[config.mk]
export PLATFORM = sky130hd
export DESIGN_NAME = wb_port_arbiter
export DESIGN_NICKNAME = d
export VERILOG_FILES = /design/src/rtl/wb_port_arbiter.sv
export SDC_FILE = /design/constraint.sdc
export NUM_CORES = 1
export LEC_CHECK = 0
export BUFFER_PORTS_ARGS = -buffer_cell sky130_fd_sc_hd__buf_2
export CAP_MARGIN = 40
export CORE_MARGIN = 2
export CORE_UTILIZATION = 42
export DETAILED_ROUTE_END_ITERATION = 10
export PLACE_DENSITY = 0.76
export SYNTH_ARGS = -nofsm -noshare
export SYNTH_HDL_FRONTEND = slang
export SYNTH_SLANG_ARGS = --single-unit
[constraint.sdc]
create_clock -name clk -period 2.75 [get_ports clk]
set_input_delay 0.55 -clock clk [delete_from_list [all_inputs] [get_ports clk]]
set_output_delay 0.55 -clock clk [all_outputs]
set_load 0.02 [all_outputs]
[src/rtl/wb_port_arbiter.sv]
// wb_port_arbiter
//   Shares the register-file write port between three writeback sources
//   (0 = load, 1 = ALU, 2 = mult/div). One write is granted per cycle by fixed
//   priority (0 > 1 > 2), and aging keeps a stalled source from starving. The
//   winning write is registered toward the register file. A scoreboard of
//   destinations with writes still pending lets the issue stage stall.
//
// Ports
//   clk, reset       clock, asynchronous active-high reset
//   req_valid[2:0]   per-source write request
//   req_addr[14:0]   destination register, 5 bits per source
//   req_data[95:0]   write data, 32 bits per source
//   req_ready[2:0]   combinational grant, one-hot or zero
//   write            registered register-file write enable
//   write_addr[4:0]  registered write address
//   data_in[31:0]    registered write data
//   rsv_valid        issue stage reserves a destination this cycle
//   rsv_addr[4:0]    destination being reserved
//   busy             scoreboard, bit r = register r has a write pending
module wb_port_arbiter #(
  parameter int AGE_LIMIT = 4,
  parameter int NUM_REGS  = 32
) (
  input  logic                clk,
  input  logic                reset,
  input  logic [2:0]          req_valid,
  input  logic [14:0]         req_addr,
  input  logic [95:0]         req_data,
  output logic [2:0]          req_ready,
  output logic                write,
  output logic [4:0]          write_addr,
  output logic [31:0]         data_in,
  input  logic                rsv_valid,
  input  logic [4:0]          rsv_addr,
  output logic [NUM_REGS-1:0] busy
);

  localparam logic [3:0] AGE_MAX = 4'(AGE_LIMIT);

  logic [3:0]          age [3];
  logic [2:0]          urgent;
  logic [2:0]          pool;
  logic                accept;
  logic [4:0]          sel_addr;
  logic [31:0]         sel_data;
  logic [NUM_REGS-1:0] busy_next;

  // Urgent requesters form the candidate pool when any exist; the lowest set
  // bit of the pool is the fixed-priority winner.
  always_comb begin
    urgent = '0;
    for (int i = 0; i < 3; i++)
      urgent[i] = req_valid[i] && (age[i] == AGE_MAX);
    pool      = (|urgent) ? urgent : req_valid;
    req_ready = pool & 3'(~pool + 3'd1);
  end

  always_comb begin
    sel_addr = '0;
    sel_data = '0;
    for (int i = 0; i < 3; i++) begin
      if (req_ready[i]) begin
        sel_addr = req_addr[5*i +: 5];
        sel_data = req_data[32*i +: 32];
      end
    end
    accept = |req_ready;
  end

  // A write to register 0 is accepted but swallowed: no write strobe, and the
  // last address/data are left in place.
  always_ff @(posedge clk or posedge reset) begin
    if (reset) begin
      write      <= 1'b0;
      write_addr <= '0;
      data_in    <= '0;
      for (int i = 0; i < 3; i++)
        age[i] <= '0;
    end else begin
      write <= accept && (sel_addr != 5'd0);
      if (accept && (sel_addr != 5'd0)) begin
        write_addr <= sel_addr;
        data_in    <= sel_data;
      end
      for (int i = 0; i < 3; i++) begin
        if (!req_valid[i] || req_ready[i])
          age[i] <= '0;
        else if (age[i] < AGE_MAX)
          age[i] <= age[i] + 4'd1;
      end
    end
  end

  // Clear is applied before set so a reservation landing on the register being
  // written keeps it busy for the newer pending write.
  always_comb begin
    busy_next = busy;
    for (int r = 1; r < NUM_REGS; r++) begin
      if (write && (write_addr == 5'(r)))
        busy_next[r] = 1'b0;
      if (rsv_valid && (rsv_addr == 5'(r)))
        busy_next[r] = 1'b1;
    end
    busy_next[0] = 1'b0;
  end

  always_ff @(posedge clk or posedge reset) begin
    if (reset)
      busy <= '0;
    else
      busy <= busy_next;
  end

endmodule

### Word-level counts from Yosys, hierarchy flattened

Index checks and enable logic that the tools add are counted.

| word-level totals | value |
|---|---|
| input port bits | 122 |
| word-level logic and storage cells | 295 |
| output and inout port bits | 73 |
| register bits after elaboration | 81 |

| operators by class | value |
|---|---|
| $add $sub $neg | 4 |
| bitwise logic cells | 2 |
| multiplexer cells | 75 |
| reductions and logical operators | 109 |
| equality and inequality tests | 65 |
| magnitude comparators | 3 |

Operators by type and width:

| operator | count |
|---|---|
| == test 5 bit (second input constant) | 32 |
| two-way mux 32 bit | 3 |
| == test 5 x 4 -> 1 bit (second input constant) | 16 |
| nonzero test 2 bit | 34 |
| logical AND 1 bit | 66 |
| two-way mux 1 bit | 62 |
| == test 5 x 3 -> 1 bit (second input constant) | 8 |
| two-way mux 4 bit | 6 |
| == test 5 x 2 -> 1 bit (second input constant) | 4 |
| two-way mux 5 bit | 3 |
| adder 4 x 1 -> 4 bit (second input constant) | 3 |
| == test 4 x 3 -> 1 bit (second input constant) | 3 |
| less-than comparator 4 x 3 -> 1 bit (second input constant) | 3 |
| == test 5 x 1 -> 1 bit (second input constant) | 2 |
| OR reduction 3 bit | 2 |
| nonzero test 5 bit | 1 |
| adder 3 x 1 -> 3 bit (second input constant) | 1 |
| AND 3 bit | 1 |
| zero test 1 bit | 3 |
| logical OR 1 bit | 3 |
| two-way mux 3 bit | 1 |
| inverter 3 bit | 1 |

### Depth between registers and ports, before layout

| depth | value |
|---|---|
| word-level depth | 12 |
| gate-level depth with buffers | 11 |

### Worst setup path after synthesis

Ideal clock, no wire load.

| timing path | value |
|---|---|
| path type | input -> register |
| start | input req_valid[1] |
| end | register data_in[0] |
| cell stages on the path | 6 |
| library setup time | 0.125 ns |
| arrival time | 2.207 ns |
| path slack | 0.418 ns |
| buffers on the path | 1 |
| cell sequence | or2_1 > a2111oi_4 > nor4b_2 > o21ai_4 > buf_6 > mux2_4 |

| between the ends | value |
|---|---|
| word-level cells in the longest chain between the ends | 11 |

Ends and longest elaborated chain:

| element | line | text |
|---|---|---|
| start: declaration | 26 | `input logic [2:0] req_valid,` |
| logical AND 1 bit | 53 | `urgent[i] = req_valid[i] && (age[i] == AGE_MAX);` |
| OR reduction 3 bit | 54 | `pool = (\|urgent) ? urgent : req_valid;` |
| two-way mux 3 bit * | 54 |  |
| inverter 3 bit | 55 | `req_ready = pool & 3'(~pool + 3'd1);` |
| adder 3 x 1 -> 3 bit | 55 |  |
| AND 3 bit * | 55 |  |
| two-way mux 5 bit (3 in series) | 62 | `if (req_ready[i]) begin` |
| nonzero test 5 bit | 81 | `if (accept && (sel_addr != 5'd0)) begin` |
| logical AND 1 bit | 81 |  |
| end signal: assignment | 83 | `data_in <= sel_data;` |
| end: declaration | 32 | `output logic [31:0] data_in,` |

Every way passes the cells marked *; elsewhere a longest branch is shown, timed or not.
A chain may end at the register's enable or synchronous reset.

### Worst setup path after layout

| timing path | value |
|---|---|
| start | register age[4] (netlist bit) |
| end | output req_ready[2] |

| between the ends | value |
|---|---|
| word-level cells in the longest chain between the ends | 7 |

Ends and longest elaborated chain:

| element | line | text |
|---|---|---|
| start: declaration | 40 | `logic [3:0] age [3];` |
| start signal: indexed assignment | 89 | `age[i] <= age[i] + 4'd1;` |
| == test 4 x 3 -> 1 bit * | 53 |  |
| logical AND 1 bit * | 53 |  |
| OR reduction 3 bit | 54 |  |
| two-way mux 3 bit * | 54 |  |
| inverter 3 bit | 55 |  |
| adder 3 x 1 -> 3 bit | 55 |  |
| AND 3 bit * | 55 |  |
| end: declaration | 29 | `output logic [2:0] req_ready,` |

Marks and branches as above.

==> results.md <==
* Status: finished clean
* Seq pwr share at 0.422
* Crit Path Max Fanout at 6
* Distinct cells, synth at 36
* I/O Buffers at 193
* Mapped Area at 4090 um2
* Routed Wire Length at 12200 um
* Setup Crit Path Kind: reg -> out
* Syn-to-layout area delta at 32.8%
* H-tree Lvls at 3
* Clk pwr share at 0.228
* Met3 WL at 1060 um
* Final ANT Viol Nets at 0
* Logic pwr share at 0.350
* Fin Setup TNS at 0 ns
* Peak VDD IR at 0.383 mV
* Clk pin slew, worst setup/hold paths at 0.10 ns
* Internal Dissipation at 2.49 mW
* Yosys warns at 0
* Via count at 3980
* Max Clock Skew at 0.0136 ns
* Leakage Power at 2.75 nW
* Req. time, crit path at 2.20 ns
* Highest Clock Rate at 377 MHz
* Die area at 10500 um2
* Crit share post-route at 0.964
* DR pass1 iterations at 6
* Detailed Route Iter0 Violations at 216
* Tot GR Track Use at 0.228
* Final hold vios at 0
* Root buf cell: clkbuf_8
* Routed WL per cell at 16.3 um
* Psw at 1.57 mW
* Synthesized area per cell at 9.98 um2
* Rel. slew slack at 0.610
* I/O pin count at 195
* Worst Hold Class: in -> async
* CP arrival at 2.10 ns
* First-pass GRT wire length at 18400 um
* Final setup fails at 0
* Sequential area share after synthesis at 0.496
* Clk_lat worst skew at 0.36 ns
* Largest net degree at the start of global routing at 38
* Hold buffers post-CTS at 0
* Nets at 734
* Vias/cell at 5.34
* Synth Instances at 410
* Chip width at 103 um
* Worst-Margin Slew at 0.585 ns
* Switching part of the total at 0.387
* Post-CTS setup buffers at 0
* Final worst path period need at 2.65 ns
* Max-slew violation count at 0
* CTS buffer count at 9
* Post-cts resize count at 0
* Vias in the first global route at 3799
* Critical path capture point type: output port
* Met2 Wirelength at 6210 um
* Std cell rows at 36
* Dpl hpwl at 9320 um
* CTS tree: yes
* Met1 wire length at 4650 um
* Synth Net Count at 538
* Fraction of layout instances using a drive strength above 1 at 0.417
* CTS Buffer Depth at 2
* Initial core utilization at 0.426
* Die Y at 103 um
* Highest routed layer: met5
* DRC at 0
* Synth Register Bits at 81
* Final Hold Slack at 0.212 ns
* GR Overflow Total at 0
* Max-cap violations at 0
* Clk sink count at 81
* RD Place Congestion at 0.900
* Worst Setup Start Kind: register
* Pwr Density at 748 nW/um2
* Core Box Area at 9590 um2
* Initial antenna violation count at 5
-- critical path, stage by stage (launching register included) --
cell,delay [ns]
dfrtp_1,0.41
inv_1,0.06
ha_1,0.20
and4b_2,0.27
a2111oi_4,0.42
buf_4,0.22
buf_2,0.16
-- cells in the mapped netlist --
library cell,count,share of area
nand4_1,3,0.0046
a31oi_1,1,0.0015
a221oi_1,1,0.0021
a31o_2,1,0.0021
or2_2,4,0.0061
dfrtp_1,81,0.50
buf_2,2,0.0024
and4b_1,2,0.0049
a222oi_1,5,0.012
a21oi_1,6,0.0073
a2111oi_4,1,0.0067
conb_1,1,0.00092
nand3b_1,3,0.0055
mux2_2,7,0.019
nor2_1,20,0.018
nand4b_1,4,0.0086
a22oi_1,32,0.059
buf_6,3,0.0083
inv_1,17,0.016
nor4b_2,1,0.0037
o21ai_0,74,0.091
mux2_1,5,0.014
nand2_1,76,0.070
o21ai_4,1,0.0040
clkbuf_1,10,0.0092
or3_1,2,0.0031
buf_4,1,0.0018
mux2_4,20,0.073
nand2b_1,6,0.0092
o211a_1,1,0.0024
xnor2_1,3,0.0064
or2_0,1,0.0015
nor2b_1,2,0.0031
nand3_1,6,0.0073
or2_1,1,0.0015
ha_1,6,0.018
-- final timing paths --
check / startpoint / endpoint / slack (ns) / cells past startpoint
max in group asynchronous: reset / data_in[5] / 1.70 / 3
min in group clk: req_addr[4] / write_addr[4] / 0.46 / 3
setup / recovery: age[4] / req_ready[2] / 0.1 / 6
setup reg to reg: age[4] / data_in[21] / 0.20 / 9
hold reg to reg: data_in[27] / data_in[27] / 0.49 / 1
hold / removal: reset / data_in[2] / 0.21 / 2
-- power groups by stage --
stage                     clock network (mW)  registers (mW)  logic (mW)
after floorplan                            0            2.09       0.475
after global placement                     0            1.72        1.39
after detailed placement                   0            1.73        1.43
after CTS                              0.944            1.71        1.43
after global routing                   0.997            1.75        1.56
final                                  0.926            1.71        1.42
-- routing by layer --
| metal | up-vias | track usage |
|---|---|---|
| met5 | - | 0 |
| li1 | 1845 | - |
| met4 | 4 | 0.104 |
| met2 | 207 | 0.390 |
| met3 | 22 | 0.0610 |
| met1 | 1902 | 0.268 |
-- cell usage in the layout, fill, tap and decap left out, types with 2 or more instances in the layout --
master | Yosys | final
dfrtp_1 | 81 | 81
buf_2 | 2 | 192
nand4b_1 | 4 | 4
mux2_1 | 5 | 5
or3_1 | 2 | 2
nand3b_1 | 3 | 3
or2_2 | 4 | 4
buf_4 | 1 | 6
nor2b_1 | 2 | 2
ha_1 | 6 | 6
a22oi_1 | 32 | 32
mux2_4 | 20 | 20
nand2_1 | 76 | 76
nand2b_1 | 6 | 6
nand4_1 | 3 | 3
a222oi_1 | 5 | 5
inv_1 | 17 | 15
nand3_1 | 6 | 6
xnor2_1 | 3 | 3
inv_6 | 0 | 3
o21ai_0 | 74 | 74
nor2_1 | 20 | 20
clkbuf_8 | 0 | 9
mux2_2 | 7 | 7
a21oi_1 | 6 | 6
clkinvlp_4 | 0 | 2
-- cell type report --
class	instances	area (um2)
Fill cell	879	4160
Sequential cell	81	2030
Multi-Input combinational cell	296	1910
Timing Repair Buffer	201	1050
Tap cell	133	166
Clock buffer	9	124
Clock inverter	7	82.6
Inverter	17	65.1
Antenna cell	1	2.50
-- metrics by stage --
step | instance area, um2 | power (mW) | std cells | worst slack (ns) | utilization
after floorplan | 4090 | 2.57 | 410 | 0.120 | -
after global placement | 5210 | 3.11 | 728 | 0.215 | 0.543
after detailed placement | 5210 | 3.16 | 728 | 0.152 | 0.543
after CTS | 5410 | 4.08 | 744 | 0.0239 | 0.564
after global routing | 5430 | 4.31 | 745 | -0.00398 | 0.566
final | 5430 | 4.06 | 745 | 0.0997 | 0.566
-- registers in the layout, summed over array words and instances (netlist names) --
name,cells
data_in,32
age,12
write_addr,5
write,1
busy,31
-- cells by family (layout without fill, tap and decap cells) --
kind of cell | after synthesis | after routing | share of synthesized area
buffers and inverters | 33 | 234 | 0.0373
DFF | 81 | 81 | 0.496
adders and majority gates | 6 | 6 | 0.0184
and+or+nand+nor | 131 | 131 | 0.147
muxes | 32 | 32 | 0.106
xor gates and xnor gates | 3 | 3 | 0.00643
AOI/OAI and AO/OA | 123 | 123 | 0.188
other | 1 | 2 | 0.000917
Power figures use the tool's default switching activity.
